<file path="src/rtl/clint_regfile.sv">
// rtl/clint_regfile.sv - CLINT mtime/mtimecmp/msip register file with valid/ready bus slave
// Optional feature macro: CLINT_TIME_STOP_EN (adds dbg_halt, freezes mtime advance while halted)
module clint_regfile #(
    parameter int unsigned      ADDR_W       = 16,
    parameter logic [15:0]      MSIP_OFS     = 16'h0000,
    parameter logic [15:0]      MTIMECMP_OFS = 16'h4000,
    parameter logic [15:0]      MTIME_OFS    = 16'hBFF8,
    parameter logic [63:0]      CMP_RST      = 64'hFFFF_FFFF_FFFF_FFFF
) (
    input  logic              clk,
    input  logic              rstn,
    input  logic              req_valid,
    output logic              req_ready,
    input  logic              req_we,
    input  logic [ADDR_W-1:0] req_addr,
    input  logic [63:0]       req_wdata,
    input  logic [7:0]        req_wstrb,
    output logic              rsp_valid,
    input  logic              rsp_ready,
    output logic [63:0]       rsp_rdata,
    output logic              rsp_err,
    input  logic              trigger_edge,
    output logic [63:0]       count,
    output logic [63:0]       countcmp,
`ifdef CLINT_TIME_STOP_EN
    output logic [63:0]       msip,
    input  logic              dbg_halt
`else
    output logic [63:0]       msip
`endif
);

    typedef enum logic {IDLE, RESP} state_t;

    state_t      state_q, state_d;
    logic [63:0] mtime_q, mtime_d;
    logic [63:0] mtimecmp_q, mtimecmp_d;
    logic        msip_q, msip_d;
    logic        rsp_valid_q, rsp_valid_d;
    logic [63:0] rsp_rdata_q, rsp_rdata_d;
    logic        rsp_err_q, rsp_err_d;

    logic        accept;
    logic        wr;
    logic        hit_msip, hit_cmp, hit_time, hit_any;
    logic        tick;
    logic [63:0] rd_val;

    function automatic logic [63:0] merge(input logic [63:0] old_v,
                                          input logic [63:0] new_v,
                                          input logic [7:0]  strb);
        logic [63:0] r;
        r = old_v;
        for (int i = 0; i < 8; i++) begin
            if (strb[i]) r[8*i +: 8] = new_v[8*i +: 8];
        end
        return r;
    endfunction

    always_comb begin
        accept   = req_valid && (state_q == IDLE);
        wr       = accept && req_we;
        hit_msip = (req_addr[ADDR_W-1:3] == MSIP_OFS[ADDR_W-1:3]);
        hit_cmp  = (req_addr[ADDR_W-1:3] == MTIMECMP_OFS[ADDR_W-1:3]);
        hit_time = (req_addr[ADDR_W-1:3] == MTIME_OFS[ADDR_W-1:3]);
        hit_any  = hit_msip || hit_cmp || hit_time;
`ifdef CLINT_TIME_STOP_EN
        tick     = trigger_edge && !dbg_halt;
`else
        tick     = trigger_edge;
`endif

        rd_val = 64'd0;
        if (hit_msip)      rd_val = {63'd0, msip_q};
        else if (hit_cmp)  rd_val = mtimecmp_q;
        else if (hit_time) rd_val = mtime_q;

        // A bus write to mtime replaces that cycle's increment entirely.
        mtime_d = tick ? mtime_q + 64'd1 : mtime_q;
        if (wr && hit_time) mtime_d = merge(mtime_q, req_wdata, req_wstrb);

        mtimecmp_d = mtimecmp_q;
        if (wr && hit_cmp) mtimecmp_d = merge(mtimecmp_q, req_wdata, req_wstrb);

        msip_d = msip_q;
        if (wr && hit_msip && req_wstrb[0]) msip_d = req_wdata[0];

        state_d     = state_q;
        rsp_valid_d = rsp_valid_q;
        rsp_rdata_d = rsp_rdata_q;
        rsp_err_d   = rsp_err_q;
        case (state_q)
            IDLE: begin
                if (accept) begin
                    state_d     = RESP;
                    rsp_valid_d = 1'b1;
                    rsp_rdata_d = req_we ? 64'd0 : rd_val;
                    rsp_err_d   = !hit_any;
                end
            end
            RESP: begin
                if (rsp_ready) begin
                    state_d     = IDLE;
                    rsp_valid_d = 1'b0;
                end
            end
            default: state_d = IDLE;
        endcase
    end

    always_ff @(posedge clk) begin
        if (!rstn) begin
            state_q     <= IDLE;
            mtime_q     <= 64'd0;
            mtimecmp_q  <= CMP_RST;
            msip_q      <= 1'b0;
            rsp_valid_q <= 1'b0;
            rsp_rdata_q <= 64'd0;
            rsp_err_q   <= 1'b0;
        end else begin
            state_q     <= state_d;
            mtime_q     <= mtime_d;
            mtimecmp_q  <= mtimecmp_d;
            msip_q      <= msip_d;
            rsp_valid_q <= rsp_valid_d;
            rsp_rdata_q <= rsp_rdata_d;
            rsp_err_q   <= rsp_err_d;
        end
    end

    assign req_ready = (state_q == IDLE);
    assign rsp_valid = rsp_valid_q;
    assign rsp_rdata = rsp_rdata_q;
    assign rsp_err   = rsp_err_q;
    assign count     = mtime_q;
    assign countcmp  = mtimecmp_q;
    assign msip      = {63'd0, msip_q};

endmodule
</file>
<file path="config.mk">
export PLATFORM = sky130hd
export DESIGN_NAME = clint_regfile
export DESIGN_NICKNAME = d
export VERILOG_FILES = /design/src/rtl/clint_regfile.sv
export SDC_FILE = /design/constraint.sdc
export NUM_CORES = 1
export LEC_CHECK = 0
export BUFFER_PORTS_ARGS = -buffer_cell sky130_fd_sc_hd__buf_2
export CORE_MARGIN = 2
export CORE_UTILIZATION = 52
export CTS_BUF_LIST = sky130_fd_sc_hd__clkbuf_4
export DETAILED_ROUTE_END_ITERATION = 10
export PLACE_DENSITY = 0.83
export SYNTH_ARGS = -nofsm -noshare
export SYNTH_HDL_FRONTEND = slang
export SYNTH_SLANG_ARGS = --single-unit
</file>
<file path="constraint.sdc">
create_clock -name clk -period 2.9 [get_ports clk]
set_clock_uncertainty 0.05 [all_clocks]
set_input_delay 0.29 -clock clk [delete_from_list [all_inputs] [get_ports clk]]
set_output_delay 0.29 -clock clk [all_outputs]
set_load 0.005 [all_outputs]
</file>
==> results.md, run 1 <==
Detailed routing:
- The detailed router's first-iteration violation count is 1022.
- The count of nets left with antenna violations after detail routing is 0.
- The post-detailed-route wirelength per cell is 18.14 µm.
- The first-pass iteration count of the detailed router is 6.
- The total number of vias is 11030.
- The remaining routing DRC violations is 0.
- The routed via count divided by cell count is 5.905.
- The wire length after detailed routing is 33.86 mm.

Synthesis:
- Summing every instance area after synthesis gives 0.01013 mm².
- The most area-hungry cell type in the Yosys netlist is dfxtp_1.
- The synthesized design contains 0 enable-type register cells.
- The commonest cells after synthesis are 202 x nand2_1, 196 x dfxtp_1, 99 x o21ai_0.
- The synthesis-stage register bit count is 196.
- Of the post-synthesis cell area, the dominant cell type holds 0.3872.
- Yosys attributes the largest share of cell area to dfxtp_1 39%, nand2_1 7.5%, a22oi_1 4.9%.
- In the synthesized netlist the dominant register cell turns out to be dfxtp_1.
- Of all flip-flops after synthesis, the portion carrying an async set or reset was 0.
- Synthesis instantiated between 60 and 70 different standard cells from the library.
- The most frequent cell after synthesis is nand2_1.
- The sequential cell area fraction in the yosys report is 0.3872.
- During synthesis, Yosys emitted a total of 0 warnings.
- The synthesized netlist cell count is 1262.
- In this run the mean area of a mapped cell was about 8.0 µm².

Global routing:
- In the global route stage, overall resource usage came out at 0.3147.
- The via count of the first global-routing pass is 10250.
- The layer flagged by global routing as most heavily used is met2.
- The met1 routing resource usage after global routing is 0.3910.
- The first-pass GRT wire length is about 52 mm.
- The number of antenna violations at the first check in global routing is 1.
- The routing usage on met2 is 0.5333.
- The largest net degree at the start of global routing is 90.
- The met3 track demand over resource is 0.05965.
- The total congestion overflow after global routing is 0.

Setup path:
- The setup path with the least slack is of type reg -> reg.
- The source of the worst register-to-register timing path is state_q.
- STA classifies the critical path endpoint as a register.
- The arrival time of the worst setup path is about 3.1 ns.
- The flop-to-flop setup slack is 0.19 ns.
- The required time at the worst-slack endpoint is 3.33 ns.
- The worst setup path is launched from a register.
- Measured in cells, the most critical reg-to-reg path has a length of 8.
- The end of the worst register-to-register path is countcmp[59].
- Along the worst path, the maximum fanout reaches 8.

Die:
- The die outline area is 0.02062 mm².
- The floorplan step set the die height to 143.6 µm.
- Row generation in the floorplan step produced roughly 50 rows.
- roughly 350 I/O pins were placed.
- The core area is 0.01927 mm².
- The effective utilization at floorplan is 0.5258.
- Measured along the x axis, the die boundary spans 143.6 µm.

STA:
- Counting I/O delays and the setup requirement, the final critical path takes ~2.7 ns.
- At the pin with the least slew margin, the transition time is roughly 0.83 ns.
- The post-route worst hold slack is ~0.047 ns.
- The share of the cycle needed by the critical path after routing is 0.9347.
- The worst path meets setup with 0.1894 ns of slack.
- The setup TNS is 0 ns.
- Setup violations remaining at the end of the flow were counted as 0.
- The achievable frequency is 0.3689 GHz.
- Setup repair after global routing left no endpoint under its margin.
- The final count of pins violating max slew is 0.
- Measured against its own limit, the worst slew margin works out to 0.4443.
- The number of hold violations in the final report was 0.

Worst hold path:
- The worst hold path begins at req_addr[14].
- The class of the tightest hold or removal check is in -> reg.
- The worst hold path was traced through 4 stages.
- The worst hold path terminates at rsp_rdata[0].

CTS:
- Clock latency on the worst-skew pair, taken at its later pin, is 0.58 ns.
- Counting along the longest clock path gives a buffer depth of 2.
- The number of sinks handled by clock tree synthesis is 196.
- The root buffer cell chosen for the clock tree is clkbuf_4.
- TritonCTS built the clock tree.
- The deepest level of the CTS H-tree is 4.
- The total CTS buffers is 17.
- The CTS clock-pin slew for the worst setup and hold paths is 0.17 ns.

Job:
- The number of max-cap violations is 0.

Power and ir drop:
- The power per cell area is 366.3 mW/mm².
- In this run the static leakage power is approximately 5.5 nW.
- Across the VDD grid, the largest voltage drop is roughly 0.3 mV.

Place:
- Routability-driven placement finished with a final weighted congestion of 0.9051.
- The HPWL reported at the end of detailed placement is 22.80 mm.
- The number of cells in the design after placement is 1754.
- The number of buffers inserted by port buffering is 286.
- The setup slack after placement is 0.3697 ns.

Layout:
- For this run, the number of standard cells in the final layout without fillers is 1867.
- The post-synthesis to final-layout area growth is 25.26%.
- At the end of the flow, the number of nets in the layout was 1682.
- Of the cells placed in the final design, the portion with a size suffix greater than 1 is 0.2319.
- After filler insertion, the fill cell instance count of the layout stands at approximately 1600.

Run status:
- The flow ran to the end, and the final reports show no timing, DRC or antenna violations.
==> where the power goes <==
| group | leakage, nW | internal, mW | switching, mW |
|---|---|---|---|
| clock network | 0.157 | 0.471 | 1.09 |
| registers | 1.58 | 2.70 | 0.00732 |
| logic | 3.75 | 0.156 | 0.229 |
| total | 5.49 | 3.33 | 1.32 |
==> final cells by class <==
class                           count  area (µm²)  area share
Multi-Input combinational cell    967        5630      0.4436
Sequential cell                   196        3924      0.3091
Timing Repair Buffer              394        2467      0.1944
Tap cell                          265       331.6     0.02612
Clock inverter                     15       166.4     0.01311
Clock buffer                       17       127.6     0.01005
Inverter                           11       41.29    0.003253
Antenna cell                        2       5.005   0.0003943
==> stage by stage <==
stage / cell area (µm²) / utilization / power, mW
floorplan: 10370 / - / 2.973
global placement: 11600 / 0.6018 / 3.058
detailed placement: 11600 / 0.6018 / 3.061
CTS: 12680 / 0.6581 / 4.651
global route: 12690 / 0.6587 / 4.801
finish: 12690 / 0.6587 / 4.650
==> layout by cell type, fill, tap and decap left out, types with 10 or more instances in the layout <==
| cell type | instances |
|---|---|
| a211oi_1 | 19 |
| a21oi_1 | 36 |
| a22oi_1 | 66 |
| a311oi_1 | 11 |
| a31oi_1 | 14 |
| and2_1 | 75 |
| and3_1 | 23 |
| and4_1 | 13 |
| buf_2 | 285 |
| buf_4 | 28 |
| clkbuf_4 | 17 |
| conb_1 | 63 |
| dfxtp_1 | 196 |
| dlygate4sd3_1 | 79 |
| inv_1 | 11 |
| mux2i_1 | 48 |
| nand2_1 | 202 |
| nand3_1 | 68 |
| nand4_1 | 39 |
| nor2_1 | 43 |
| nor3_1 | 32 |
| nor4_1 | 10 |
| o211ai_1 | 11 |
| o21ai_0 | 99 |
==> flip-flops by register name, summed over array words and instances, names as in the netlist <==
signal     flops
rsp_err        1
state_q        1
msip_q         1
count         64
countcmp      64
rsp_rdata     64
rsp_valid      1
==> repair_timing <==
action	4_1_cts	5_1_grt
endpoints found under the setup margin	0	8
hold endpoints to repair	122	0
hold buffers	79	0
setup buffers	0	0
gates resized for setup	0	1
==> per-layer routing <==
metal  part of all wire  vias up
met4              0.034        0
met2               0.48      653
li1                   -     5093
met3              0.087      122
met5                  0        -
met1               0.39     5157
==> critical path, cell delays in order (launching register included) <==
cell and delay [ns]:
dfxtp_1 0.37, nor2b_1 0.28, nand2_1 0.26, nor3_4 0.40, buf_4 0.25, nand2_1 0.21, nand2_1 0.14, nand3_1 0.08
dlygate4sd3_1 0.58
==> kinds of logic after synthesis <==
group / count (synthesis) / share of synthesized area
AOI/OAI and AO/OA: 298 / 0.1904
xor gates and xnor gates: 8 / 0.006915
adders and majority gates: 1 / 0.001235
buffers and inverters: 161 / 0.08495
DFF: 196 / 0.3872
muxes: 54 / 0.05408
other: 1 / 0.0003701
and+or+nand+nor: 543 / 0.2748
==> worst max-delay path by stage <==
stage / endpoint / from / cells past startpoint / slack [ns]
detailed placement: countcmp[44] / req_addr[10] / 8 / 0.37
global placement: count[47] / count[11] / 6 / 0.40
global route: countcmp[57] / state_q / 8 / 0.04
floorplan: count[56] / count[0] / 8 / 0.59
CTS: countcmp[61] / state_q / 8 / 0.13
finish: countcmp[59] / state_q / 8 / 0.19
Power figures use the tool's default switching activity.
==> run 2: changes to the inputs <==
ABC_AREA = 1   (was unset)
CORE_UTILIZATION = 53   (was 52)
CTS_CLUSTER_SIZE = 28   (was unset)
==> run 2 against run 1 <==
Via count grew 14%. Die area grew 5.8%. Area after synthesis grew 8.1%. Flip-flop and latch count is the same. Sequential share of layout area shrank 1.5 points. Synthesized cell count grew 34%. Non-clock buffer count shrank 15. Cell count grew 23%. Critical path type unchanged. Routed wire length grew 14%. Design area grew 5.0%. Core utilization is essentially flat. Total power grew 2.0%.
==> results.md, run 2 <==
STA:
- At the pin with the least slew margin, the transition time is ~0.77 ns.
- Static timing analysis puts the maximum clock frequency at 0.4023 GHz.
- The share of the cycle needed by the critical path after routing is 0.8571.
- For the final routed database, the setup TNS stands at 0 ns.
- The final count of pins violating max slew is 0.
- Setup repair after global routing left no endpoint under its margin.
- The post-layout minimum cycle time is 2.486 ns.
- Setup violations remaining at the end of the flow were counted as 0.
- In this run the tightest slew margin relative to its limit is 0.4839.
- Hold is met by 0.02370 ns.
- The number of hold violations in the final report is 0.

Place:
- After detailed placement, the design holds a cell count of 2180.
- Buffers placed on the I/O ports in this run total 286.
- Routability-driven placement finished with a final weighted congestion of 0.9678.
- Summed over all nets, the half-perimeter wirelength after detailed placement is 27.65 mm.

Synthesis:
- The area fraction in compound gates after synthesis is 0.2052.
- The most area-hungry cell type in the Yosys netlist is dfxtp_1.
- The synthesized design contains 196 register bits.
- The most frequent cell after synthesis is nand2_1.
- The netlist area before placement is 0.01095 mm².
- The XOR/XNOR share of the synthesized area is 0.004000.
- By area the synthesized netlist is led by dfxtp_1 36%, nand2_1 17%, o211ai_1 7.6%.
- The Yosys step of the flow raised 0 warnings.
- A synthesized cell averages approximately 6.5 µm².
- Measured against the total synthesized area, the mux share comes to 0.
- The number of library cell types mapped by synthesis is 32.
- The sequential cell area fraction in the yosys report is 0.3584.
- For this run, asynchronously set or reset flops after synthesis account for 0.
- The predominant post-synthesis flop cell is dfxtp_1.
- The cell count after synthesis came out at roughly 1700.
- Of the total synthesized cell area, the portion taken by full adders, half adders and majority gates is 0.001143.
- After synthesis, the largest family of logic cells by area is simple AND/OR/NAND/NOR gates.
- The area share of the leading cell type in the synthesized netlist is 0.3584.
- The number of flops mapped to enable cells by yosys is 0.
- The simple-gate share of the synthesized area is 0.3005.
- The commonest cells after synthesis are 482 x nand2_1, 196 x dfxtp_1, 148 x inv_1, 148 x nor2_1, 142 x o21ai_0.

CTS:
- The CTS clock-pin slew for the worst setup and hold paths is roughly 0.18 ns.
- The maximum buffer depth of the clock tree is 2.
- The CTS tree is done.
- The number of clock buffers added by TritonCTS is 17.
- The number of gates resized after cts is 0.
- The number of buffers inserted to repair setup after CTS is 0.
- The number of sinks handled by clock tree synthesis is 196.
- The cell chosen for the clock root is clkbuf_4.
- The deepest level of the CTS H-tree is 4.
- Buffers inserted to repair hold after CTS numbered 78.
- The clock latency on the worst-skew pair is 0.62 ns.

Die:
- The floorplan step set the die width to approximately 150 µm.
- The I/O pin count is 353.
- The floorplan has 52 rows.
- The die covers 0.02182 mm².
- The core area is 0.02023 mm².
- The initial utilization of the core area, before any placement, comes to 0.5411.
- Measured along the y axis, the die boundary spans 147.7 µm.

Layout:
- From synthesis to final layout, the design area changed by 21.69%.
- Leaving out fill and tap cells, the most frequent cell in the layout is nand2_1.
- In the layout the commonest cells are 481 x nand2_1, 286 x buf_2, 196 x dfxtp_1.
- The finished layout holds 2291 standard cells, fillers aside.
- After the last flow step, the layout net total stands at 2102.
- In the final layout, the share of cells above drive strength 1 is 0.1777.

Detailed routing:
- The first routing iteration left 1146 violations.
- Wires add up to ~38 mm.
- In this run the remaining antenna-violating nets after routing total 0.
- The remaining routing DRC violations is 0.
- The post-detailed-route wirelength per cell is approximately 17 µm.
- Across all layers, the routed design uses 12550 vias.
- Dividing the detail-routed via count by the number of cells gives 5.477.
- The pre-antenna-repair detailed-routing pass consisted of 6 iterations.

Power and ir drop:
- The overall power is 4.743 mW.
- Dividing total power by cell area gives a power density of 356.0 mW/mm².
- Across the VDD grid, the largest voltage drop is 0.2245 mV.
- In this run the static leakage power is approximately 6 nW.

Global routing:
- Summed over all layers, the global routing overflow is 0.
- The number of antenna violations at the first check in global routing came to 1.
- The first global-routing pass estimated 60.33 mm of wire.
- The largest net degree at the start of global routing is 127.
- The total routing usage reported by global routing is 0.3433.
- The via count of the first global-routing pass is 11280.

Setup path:
- The worst setup path is captured at a register.
- The path depth of the worst reg2reg path is 9.
- The required time at the worst-slack endpoint is 3.39 ns.
- The worst setup path category is reg -> reg.
- The worst setup path is launched from a register.
- At the worst endpoint, the arrival time is between 2 and 3 ns.
- In this run the worst path has a maximum fanout of 8.

Run status:
- The run finished with clean final reports.

Worst hold path:
- The number of cells on the worst hold path is 5.
- The class of the tightest hold or removal check is in -> reg.

Job:
- The tool flagged a number of max-cap violations equal to 0.
==> run 2: cell types whose count changed in the layout (fill, tap and decap cells not counted), sizes merged, moves of 75 or more <==
| cell | delta |
|---|---|
| a21oi | +91 |
| inv | +140 |
| nand2 | +289 |
| and2 | -75 |
| o211ai | +100 |
| nor2 | +108 |
==> run 2: stage by stage <==
step | area (µm²) | setup WS [ns] | util
after global routing | 13320 | 0.2382 | 0.6585
after global placement | 12260 | 0.4920 | 0.6060
after CTS | 13320 | 0.5157 | 0.6584
final | 13320 | 0.4145 | 0.6585
after floorplan | 11180 | 1.155 | -
after detailed placement | 12260 | 0.4476 | 0.6060
==> run 2: area by class of cell <==
type / instances / area, µm²
Antenna cell: 1 / 2.502
Clock buffer: 18 / 135.1
Clock inverter: 14 / 143.9
Fill cell: 1860 / 6910
Inverter: 153 / 574.3
Multi-Input combinational cell: 1260 / 5844
Sequential cell: 196 / 3924
Tap cell: 270 / 337.8
Timing Repair Buffer: 379 / 2362
==> run 2: path summary, 6_finish.rpt <==
path / start / endpoint / slack [ns]
worst min-delay path: req_wstrb[5] / count[47] / 0.02
worst max register to register: count[2] / count[19] / 0.41
worst min register to register: rsp_rdata[34] / rsp_rdata[34] / 0.42
worst max-delay path: count[2] / count[19] / 0.41
==> run 2: worst max-delay path, stage by stage, from the launching register on <==
cell and delay [ns]:
dfxtp_1 0.51, nand2_1 0.09, nor2_1 0.22, nand2_1 0.17, nor2_1 0.42, nand2_1 0.31
inv_1 0.28, nand3_1 0.14, a21oi_1 0.17, nor2_1 0.06
==> run 2: per-layer routing <==
layer / global-route usage / wire [µm] / vias up
met3: 0.05988 / 3266 / 76
met4: 0.09423 / 847 / 0
met5: 0 / 0 / -
met1: 0.4682 / 16250 / 5716
met2: 0.5623 / 18070 / 660
li1: - / - / 6096
==> run 2: power by group <==
group | internal [mW] | switching [mW]
clock | 0.461 | 1.07
sequential | 2.72 | 0.0317
combinational | 0.183 | 0.282
total | 3.36 | 1.38
==> run 2: cell families (layout without fill, tap and decap cells) <==
kind of cell | count (synthesis) | after routing
and+or+nand+nor | 799 | 799
AOI/OAI and AO/OA | 392 | 392
buffers and inverters | 298 | 564
DFF | 196 | 196
xor gates and xnor gates | 5 | 5
adders and majority gates | 1 | 1
other | 1 | 64
